File: src/rtl/flag_register_unit_if.sv
// Flag register unit port bundle: ALU writeback, direct flag write,
// save/restore requests, and the registered flag/stack status outputs.
interface flag_register_unit_if #(
    parameter int unsigned DATA_WIDTH = 32
);
    logic                  alu_valid;
    logic                  alu_set_flags;
    logic [1:0]            alu_kind;
    logic [DATA_WIDTH-1:0] alu_a;
    logic [DATA_WIDTH-1:0] alu_b;
    logic [DATA_WIDTH-1:0] alu_result;
    logic                  alu_carry;
    logic                  flag_wr_en;
    logic [3:0]            flag_wr_data;
    logic                  save_req;
    logic                  restore_req;
    logic                  negative_flag;
    logic                  zero_flag;
    logic                  carry_flag;
    logic                  overflow_flag;
    logic                  stack_full;
    logic                  stack_empty;
    logic                  stack_err;

    modport master (
        output alu_valid, alu_set_flags, alu_kind, alu_a, alu_b, alu_result, alu_carry,
        output flag_wr_en, flag_wr_data, save_req, restore_req,
        input  negative_flag, zero_flag, carry_flag, overflow_flag,
        input  stack_full, stack_empty, stack_err
    );

    modport slave (
        input  alu_valid, alu_set_flags, alu_kind, alu_a, alu_b, alu_result, alu_carry,
        input  flag_wr_en, flag_wr_data, save_req, restore_req,
        output negative_flag, zero_flag, carry_flag, overflow_flag,
        output stack_full, stack_empty, stack_err
    );
endinterface

File: src/rtl/flag_register_unit.sv
// Architectural N/Z/C/V flag register with ALU update, direct write and a
// small LIFO used to save/restore flags across interrupt entry/return.
module flag_register_unit #(
    parameter int unsigned DATA_WIDTH  = 32,
    parameter int unsigned STACK_DEPTH = 4
) (
    input  logic                  clk,
    input  logic                  rst,
    flag_register_unit_if.slave   bus
);
    localparam int unsigned Msb    = DATA_WIDTH - 1;
    localparam int unsigned DepthW = $clog2(STACK_DEPTH + 1);
    localparam int unsigned IdxW   = (STACK_DEPTH > 1) ? $clog2(STACK_DEPTH) : 1;

    typedef enum logic [1:0] {
        KindAdd   = 2'd0,
        KindSub   = 2'd1,
        KindLogic = 2'd2,
        KindRsvd  = 2'd3
    } alu_kind_e;

    // Flags are packed {N, Z, C, V}
    logic [3:0]        flags_q, flags_d;
    logic [3:0]        stack_q [STACK_DEPTH];
    logic [3:0]        stack_d [STACK_DEPTH];
    logic [DepthW-1:0] depth_q, depth_d;
    logic              full_q, full_d;
    logic              empty_q, empty_d;
    logic              err_q, err_d;

    logic [3:0]        alu_flags;
    logic              is_full, is_empty;
    logic              push_ok, pop_ok;
    logic [IdxW-1:0]   push_idx, pop_idx;

    assign is_full  = (depth_q == DepthW'(STACK_DEPTH));
    assign is_empty = (depth_q == '0);
    assign push_idx = depth_q[IdxW-1:0];
    assign pop_idx  = IdxW'(depth_q - DepthW'(1));

    // Flags an ALU update would produce; LOGIC/reserved keep C and V
    always_comb begin
        alu_flags    = flags_q;
        alu_flags[3] = bus.alu_result[Msb];
        alu_flags[2] = (bus.alu_result == '0);
        unique case (alu_kind_e'(bus.alu_kind))
            KindAdd: begin
                alu_flags[1] = bus.alu_carry;
                alu_flags[0] = (bus.alu_a[Msb] == bus.alu_b[Msb]) &&
                               (bus.alu_result[Msb] != bus.alu_a[Msb]);
            end
            KindSub: begin
                alu_flags[1] = bus.alu_carry;
                alu_flags[0] = (bus.alu_a[Msb] != bus.alu_b[Msb]) &&
                               (bus.alu_result[Msb] != bus.alu_a[Msb]);
            end
            KindLogic, KindRsvd: begin
                alu_flags[1:0] = flags_q[1:0];
            end
            default: begin
                alu_flags[1:0] = flags_q[1:0];
            end
        endcase
    end

    // Stack control and flag source selection: restore > direct write > ALU
    always_comb begin
        flags_d = flags_q;
        stack_d = stack_q;
        depth_d = depth_q;

        // Simultaneous save+restore is an error and does neither
        push_ok = bus.save_req & ~bus.restore_req & ~is_full;
        pop_ok  = bus.restore_req & ~bus.save_req & ~is_empty;
        err_d   = (bus.save_req & bus.restore_req) |
                  (bus.save_req & ~bus.restore_req & is_full) |
                  (bus.restore_req & ~bus.save_req & is_empty);

        if (push_ok) begin
            // Push the pre-update flags; a same-cycle update still lands below
            stack_d[push_idx] = flags_q;
            depth_d           = depth_q + DepthW'(1);
        end

        if (pop_ok) begin
            flags_d = stack_q[pop_idx];
            depth_d = depth_q - DepthW'(1);
        end else if (bus.flag_wr_en) begin
            flags_d = bus.flag_wr_data;
        end else if (bus.alu_valid && bus.alu_set_flags) begin
            flags_d = alu_flags;
        end

        full_d  = (depth_d == DepthW'(STACK_DEPTH));
        empty_d = (depth_d == '0);
    end

    // State registers with synchronous reset
    always_ff @(posedge clk) begin
        if (rst) begin
            flags_q <= '0;
            stack_q <= '{default: '0};
            depth_q <= '0;
            full_q  <= 1'b0;
            empty_q <= 1'b1;
            err_q   <= 1'b0;
        end else begin
            flags_q <= flags_d;
            stack_q <= stack_d;
            depth_q <= depth_d;
            full_q  <= full_d;
            empty_q <= empty_d;
            err_q   <= err_d;
        end
    end

    assign bus.negative_flag = flags_q[3];
    assign bus.zero_flag     = flags_q[2];
    assign bus.carry_flag    = flags_q[1];
    assign bus.overflow_flag = flags_q[0];
    assign bus.stack_full    = full_q;
    assign bus.stack_empty   = empty_q;
    assign bus.stack_err     = err_q;
endmodule
File: src/flat_wrapper.sv
// flat-port wrapper written by rule: the top's interface ports become plain ports
module flag_register_unit_flat 
#(
    parameter int unsigned DATA_WIDTH  = 32,
    parameter int unsigned STACK_DEPTH = 4
)
  (clk, rst, bus_alu_valid, bus_alu_set_flags, bus_alu_kind, bus_alu_a, bus_alu_b, bus_alu_result, bus_alu_carry, bus_flag_wr_en, bus_flag_wr_data, bus_save_req, bus_restore_req, bus_negative_flag, bus_zero_flag, bus_carry_flag, bus_overflow_flag, bus_stack_full, bus_stack_empty, bus_stack_err);
  flag_register_unit_if #(.DATA_WIDTH(DATA_WIDTH)) bus_i ();
  input  logic clk;
  input  logic rst;
  input wire logic [$bits(bus_i.alu_valid)-1:0] bus_alu_valid;
  input wire logic [$bits(bus_i.alu_set_flags)-1:0] bus_alu_set_flags;
  input wire logic [$bits(bus_i.alu_kind)-1:0] bus_alu_kind;
  input wire logic [$bits(bus_i.alu_a)-1:0] bus_alu_a;
  input wire logic [$bits(bus_i.alu_b)-1:0] bus_alu_b;
  input wire logic [$bits(bus_i.alu_result)-1:0] bus_alu_result;
  input wire logic [$bits(bus_i.alu_carry)-1:0] bus_alu_carry;
  input wire logic [$bits(bus_i.flag_wr_en)-1:0] bus_flag_wr_en;
  input wire logic [$bits(bus_i.flag_wr_data)-1:0] bus_flag_wr_data;
  input wire logic [$bits(bus_i.save_req)-1:0] bus_save_req;
  input wire logic [$bits(bus_i.restore_req)-1:0] bus_restore_req;
  output wire logic [$bits(bus_i.negative_flag)-1:0] bus_negative_flag;
  output wire logic [$bits(bus_i.zero_flag)-1:0] bus_zero_flag;
  output wire logic [$bits(bus_i.carry_flag)-1:0] bus_carry_flag;
  output wire logic [$bits(bus_i.overflow_flag)-1:0] bus_overflow_flag;
  output wire logic [$bits(bus_i.stack_full)-1:0] bus_stack_full;
  output wire logic [$bits(bus_i.stack_empty)-1:0] bus_stack_empty;
  output wire logic [$bits(bus_i.stack_err)-1:0] bus_stack_err;
  assign bus_i.alu_valid = bus_alu_valid;
  assign bus_i.alu_set_flags = bus_alu_set_flags;
  assign bus_i.alu_kind = bus_alu_kind;
  assign bus_i.alu_a = bus_alu_a;
  assign bus_i.alu_b = bus_alu_b;
  assign bus_i.alu_result = bus_alu_result;
  assign bus_i.alu_carry = bus_alu_carry;
  assign bus_i.flag_wr_en = bus_flag_wr_en;
  assign bus_i.flag_wr_data = bus_flag_wr_data;
  assign bus_i.save_req = bus_save_req;
  assign bus_i.restore_req = bus_restore_req;
  assign bus_negative_flag = bus_i.negative_flag;
  assign bus_zero_flag = bus_i.zero_flag;
  assign bus_carry_flag = bus_i.carry_flag;
  assign bus_overflow_flag = bus_i.overflow_flag;
  assign bus_stack_full = bus_i.stack_full;
  assign bus_stack_empty = bus_i.stack_empty;
  assign bus_stack_err = bus_i.stack_err;
  flag_register_unit #(.DATA_WIDTH(DATA_WIDTH), .STACK_DEPTH(STACK_DEPTH)) u_core (.clk(clk), .rst(rst), .bus(bus_i));
endmodule
File: config.mk
export PLATFORM = sky130hd
export DESIGN_NAME = flag_register_unit_flat
export DESIGN_NICKNAME = d
export VERILOG_FILES = /design/src/rtl/flag_register_unit_if.sv /design/src/rtl/flag_register_unit.sv /design/src/flat_wrapper.sv
export SDC_FILE = /design/constraint.sdc
export NUM_CORES = 1
export LEC_CHECK = 0
export CORE_MARGIN = 4
export CORE_UTILIZATION = 30
export CTS_BUF_LIST = sky130_fd_sc_hd__clkbuf_8
export CTS_CLUSTER_DIAMETER = 50
export DETAILED_ROUTE_END_ITERATION = 12
export HOLD_SLACK_MARGIN = 0.1
export PLACE_DENSITY_LB_ADDON = 0.25
export SLEW_MARGIN = 25
export SYNTH_ARGS = -nofsm -noshare
export SYNTH_HDL_FRONTEND = slang
export SYNTH_SLANG_ARGS = --single-unit
File: constraint.sdc
create_clock -name clk -period 1.9 [get_ports clk]
set_clock_uncertainty 0.15 [all_clocks]
set_input_delay 0.38 -clock clk [delete_from_list [all_inputs] [get_ports clk]]
set_output_delay 0.38 -clock clk [all_outputs]
set_load 0.03 [all_outputs]
==> metrics.txt <==
end of the critical path bus_zero_flag; CP Buf/Inv Count 1; clk root buf clkbuf_8; worst reg2reg path depth 8; I/O Buffers 54; asr flop ratio synth 0%; via count 1388; residual DRC count 0; Mapped Cells 164; switching fraction of total power approximately a third; top achievable clock speed between 500 and 600 MHz; Die Span X between 70 and 80 µm; Num CTS Buffers 3; row count 24; Tcrit/Tclk final a little over nine tenths; cell family with most CP delay buffers and inverters; crit path cell chain clkdlybuf4s50_1; synthesized cell area 0.001418 mm²; CP max stage delay between 0.6 and 0.7 ns; RSZ-0062 raised after global routing false; first-pass GRT wire length approximately 6600 µm; outcome completed; crit path launch u_core.flags_q[2]$_SDFFE_PP0P_; Yosys top cell by area dfxtp_1; wire per inst about 14 µm; Final WS setup 0.06725 ns; Clock power frac about a quarter; CTS H-tree depth 1; area grow syn2layout 58.61%; Syn Nets between 200 and 300; Ant. Diodes 0; yosys synthesis warning count 0; drt total wl a little under 4000 µm; Seq pwr share 33.3%; Hold Path Class flip-flop to flip-flop; CP startpoint kind flip-flop; GRT Residual Overflow 0; layout cells sized above 1 20.34%; die height approximately 77 µm; data required time at the worst endpoint about 1.4 ns; Setup-failing EPs final 0; Worst Path Max Fanout 2; Die ar. approximately 0.0059 mm²; Synth Area per Inst roughly 8.6 µm²; Overall Global Routing Usage a little over an eighth; register area share after synthesis approximately 37%; routability cong. 0.7927; CTS sink cnt 26; Rel. slew slack 78.04%; placed cell areas around 0.0022 mm²; synth unique cells 39; Clk Latency, worst-skew pair 0.27 ns; CTS tree built; Starting Density 31.68%; hold buffer count at cts 0; final hold vios 0; Main synth FF type dfxtp_1; Synth top area share between 30% and 40%; Worst-Margin Slew around 0.33 ns; CTS clk-pin slew, worst paths 0.10 ns; kind of end point of the critical path output port; worst hold slack roughly 0.31 ns; Comb power frac between 40% and 50%; most frequent cells in the layout clkdlybuf4s50_1, nand2_1, dfxtp_1; WS Path Type flip-flop to output port; CP arrival roughly 1.3 ns; Initial DRC Count ~40; vias in the first global route ~1400; number of I/O pins approximately 120; Avg Vias per Cell approximately 4.8; Synth area leaders dfxtp_1, a21oi_1, nand2_1; clock buffer depth 2; Net Sw Power ~600 µW; Power Internal approximately 1300 µW; critical path depth 1; NumNets Final between 300 and 400; worst r2r src u_core.depth_q[0]$_SDFF_PP0_; DP Worst Slack -0.1156 ns; leakage power around 0.00085 µW; VDD IR max 434.2 µV; Synth Register Bits 26; post-route cell area ~0.0022 mm²; FF-to-FF setup slack about 0.12 ns; initial antenna violation count 0; Max-cap violations 0; largest net degree at the start of global routing 27; min Tclk post-route approximately 1.8 ns; Post-synth EDFFs 0; DRT antenna net count 0; Critical-path top delay cell clkdlybuf4s50_1; final count of pins violating max slew 0; Core Region between 0.004 and 0.005 mm²; PD cells 846.5 mW/mm²; dpl hpwl between 3000 and 4000 µm; TritonRoute pass-1 iters 4; RR Endpoint u_core.bus.stack_empty$_SDFF_PP1_; leading cell type in the layout, fill and taps excluded clkdlybuf4s50_1
[flip-flops by register name (all words and copies together) (netlist names)]
register / cells
u_core.stack_q: 16
u_core.flags_q: 4
u_core.depth_q: 3
u_core.bus.stack_empty: 1
u_core.bus.stack_err: 1
u_core.bus.stack_full: 1
[stage by stage]
| step | util, % | cells | total power [µW] | TNS, ns |
|---|---|---|---|---|
| after floorplan | - | 164 | 1108 | 0 |
| after global placement | 48.27 | 284 | 1435 | -1.329 |
| after detailed placement | 48.27 | 284 | 1447 | -1.400 |
| after CTS | 49.86 | 288 | 1915 | 0 |
| after global routing | 50.25 | 288 | 2015 | 0 |
| final | 50.25 | 288 | 1903 | 0 |
[layer usage]
metal | up-vias | share of wire, % | global-route usage, %
met2 | 45 | 43 | 21.34
met4 | 0 | 0.20 | 1.630
met1 | 609 | 50 | 18.63
met5 | - | 0 | 0
met3 | 2 | 7.3 | 4.567
li1 | 732 | - | -
[final cells by class]
type,count,area [µm²]
multi-input combinational,125,840.8
inverter,3,11.26
sequential,26,521.8
timing repair buffer,78,738.2
clock inverter,1,30.03
fill,443,2226
tap,52,65.06
clock buffer,3,41.29
[how the worst min path moves through the flow]
stage	slack, ns	cells past startpoint	from	end
after floorplan	0.28	2	u_core.stack_q[11]$_SDFFE_PP0P_	u_core.stack_q[11]$_SDFFE_PP0P_
after global placement	0.29	2	u_core.stack_q[3]$_SDFFE_PP0P_	u_core.stack_q[3]$_SDFFE_PP0P_
after detailed placement	0.30	2	u_core.stack_q[10]$_SDFFE_PP0P_	u_core.stack_q[10]$_SDFFE_PP0P_
after CTS	0.31	2	u_core.stack_q[10]$_SDFFE_PP0P_	u_core.stack_q[10]$_SDFFE_PP0P_
after global routing	0.33	2	u_core.stack_q[2]$_SDFFE_PP0P_	u_core.stack_q[2]$_SDFFE_PP0P_
final	0.31	2	u_core.stack_q[10]$_SDFFE_PP0P_	u_core.stack_q[10]$_SDFFE_PP0P_
[cell usage after synthesis (2+ instances only)]
library cell and instances:
dfxtp_1 26, nand2_1 25, a21oi_1 22, nand3_1 13, nor2_1 13, nor4_1 8
ha_1 5, mux2i_1 5, clkbuf_1 4, mux4_2 4, inv_1 3, mux2_2 3
o21ai_0 3, buf_2 2, buf_6 2, nor3_1 2, xnor2_1 2
[cell families (layout without fill, tap and decap cells)]
| kind of cell | count (synthesis) | in the layout | share of synthesized area, % |
|---|---|---|---|
| multiplexers | 12 | 12 | 12.27 |
| AO/OA/AOI/OAI | 31 | 31 | 12.71 |
| flip-flops | 26 | 26 | 36.72 |
| AND/OR/NAND/NOR | 74 | 74 | 27.01 |
| adder cells (fa/ha/maj) | 5 | 5 | 4.413 |
| buffers and inverters | 13 | 85 | 5.030 |
| XOR/XNOR | 3 | 3 | 1.854 |
[power by group through the flow]
stage	combinational, µW	sequential, µW	clock (µW)
after CTS	807	632	476
after global routing	881	641	493
final	808	634	461
after global placement	792	643	0
after detailed placement	803	644	0
after floorplan	400	708	0
[worst reg2reg max path, cell delays in order, from the launching register on]
cell,delay (ns)
dfxtp_2,0.33
inv_2,0.08
ha_2,0.20
nor2b_4,0.17
nor3b_2,0.05
buf_4,0.15
buf_4,0.14
o31ai_2,0.28
a31o_1,0.18
[what timing repair did]
| action | 4_1_cts | 5_1_grt |
|---|---|---|
| setup endpoints to repair | 0 | 4 |
| gates resized for setup | 0 | 4 |
| setup buffers | 0 | 0 |
(Power assumes the default switching activity.)
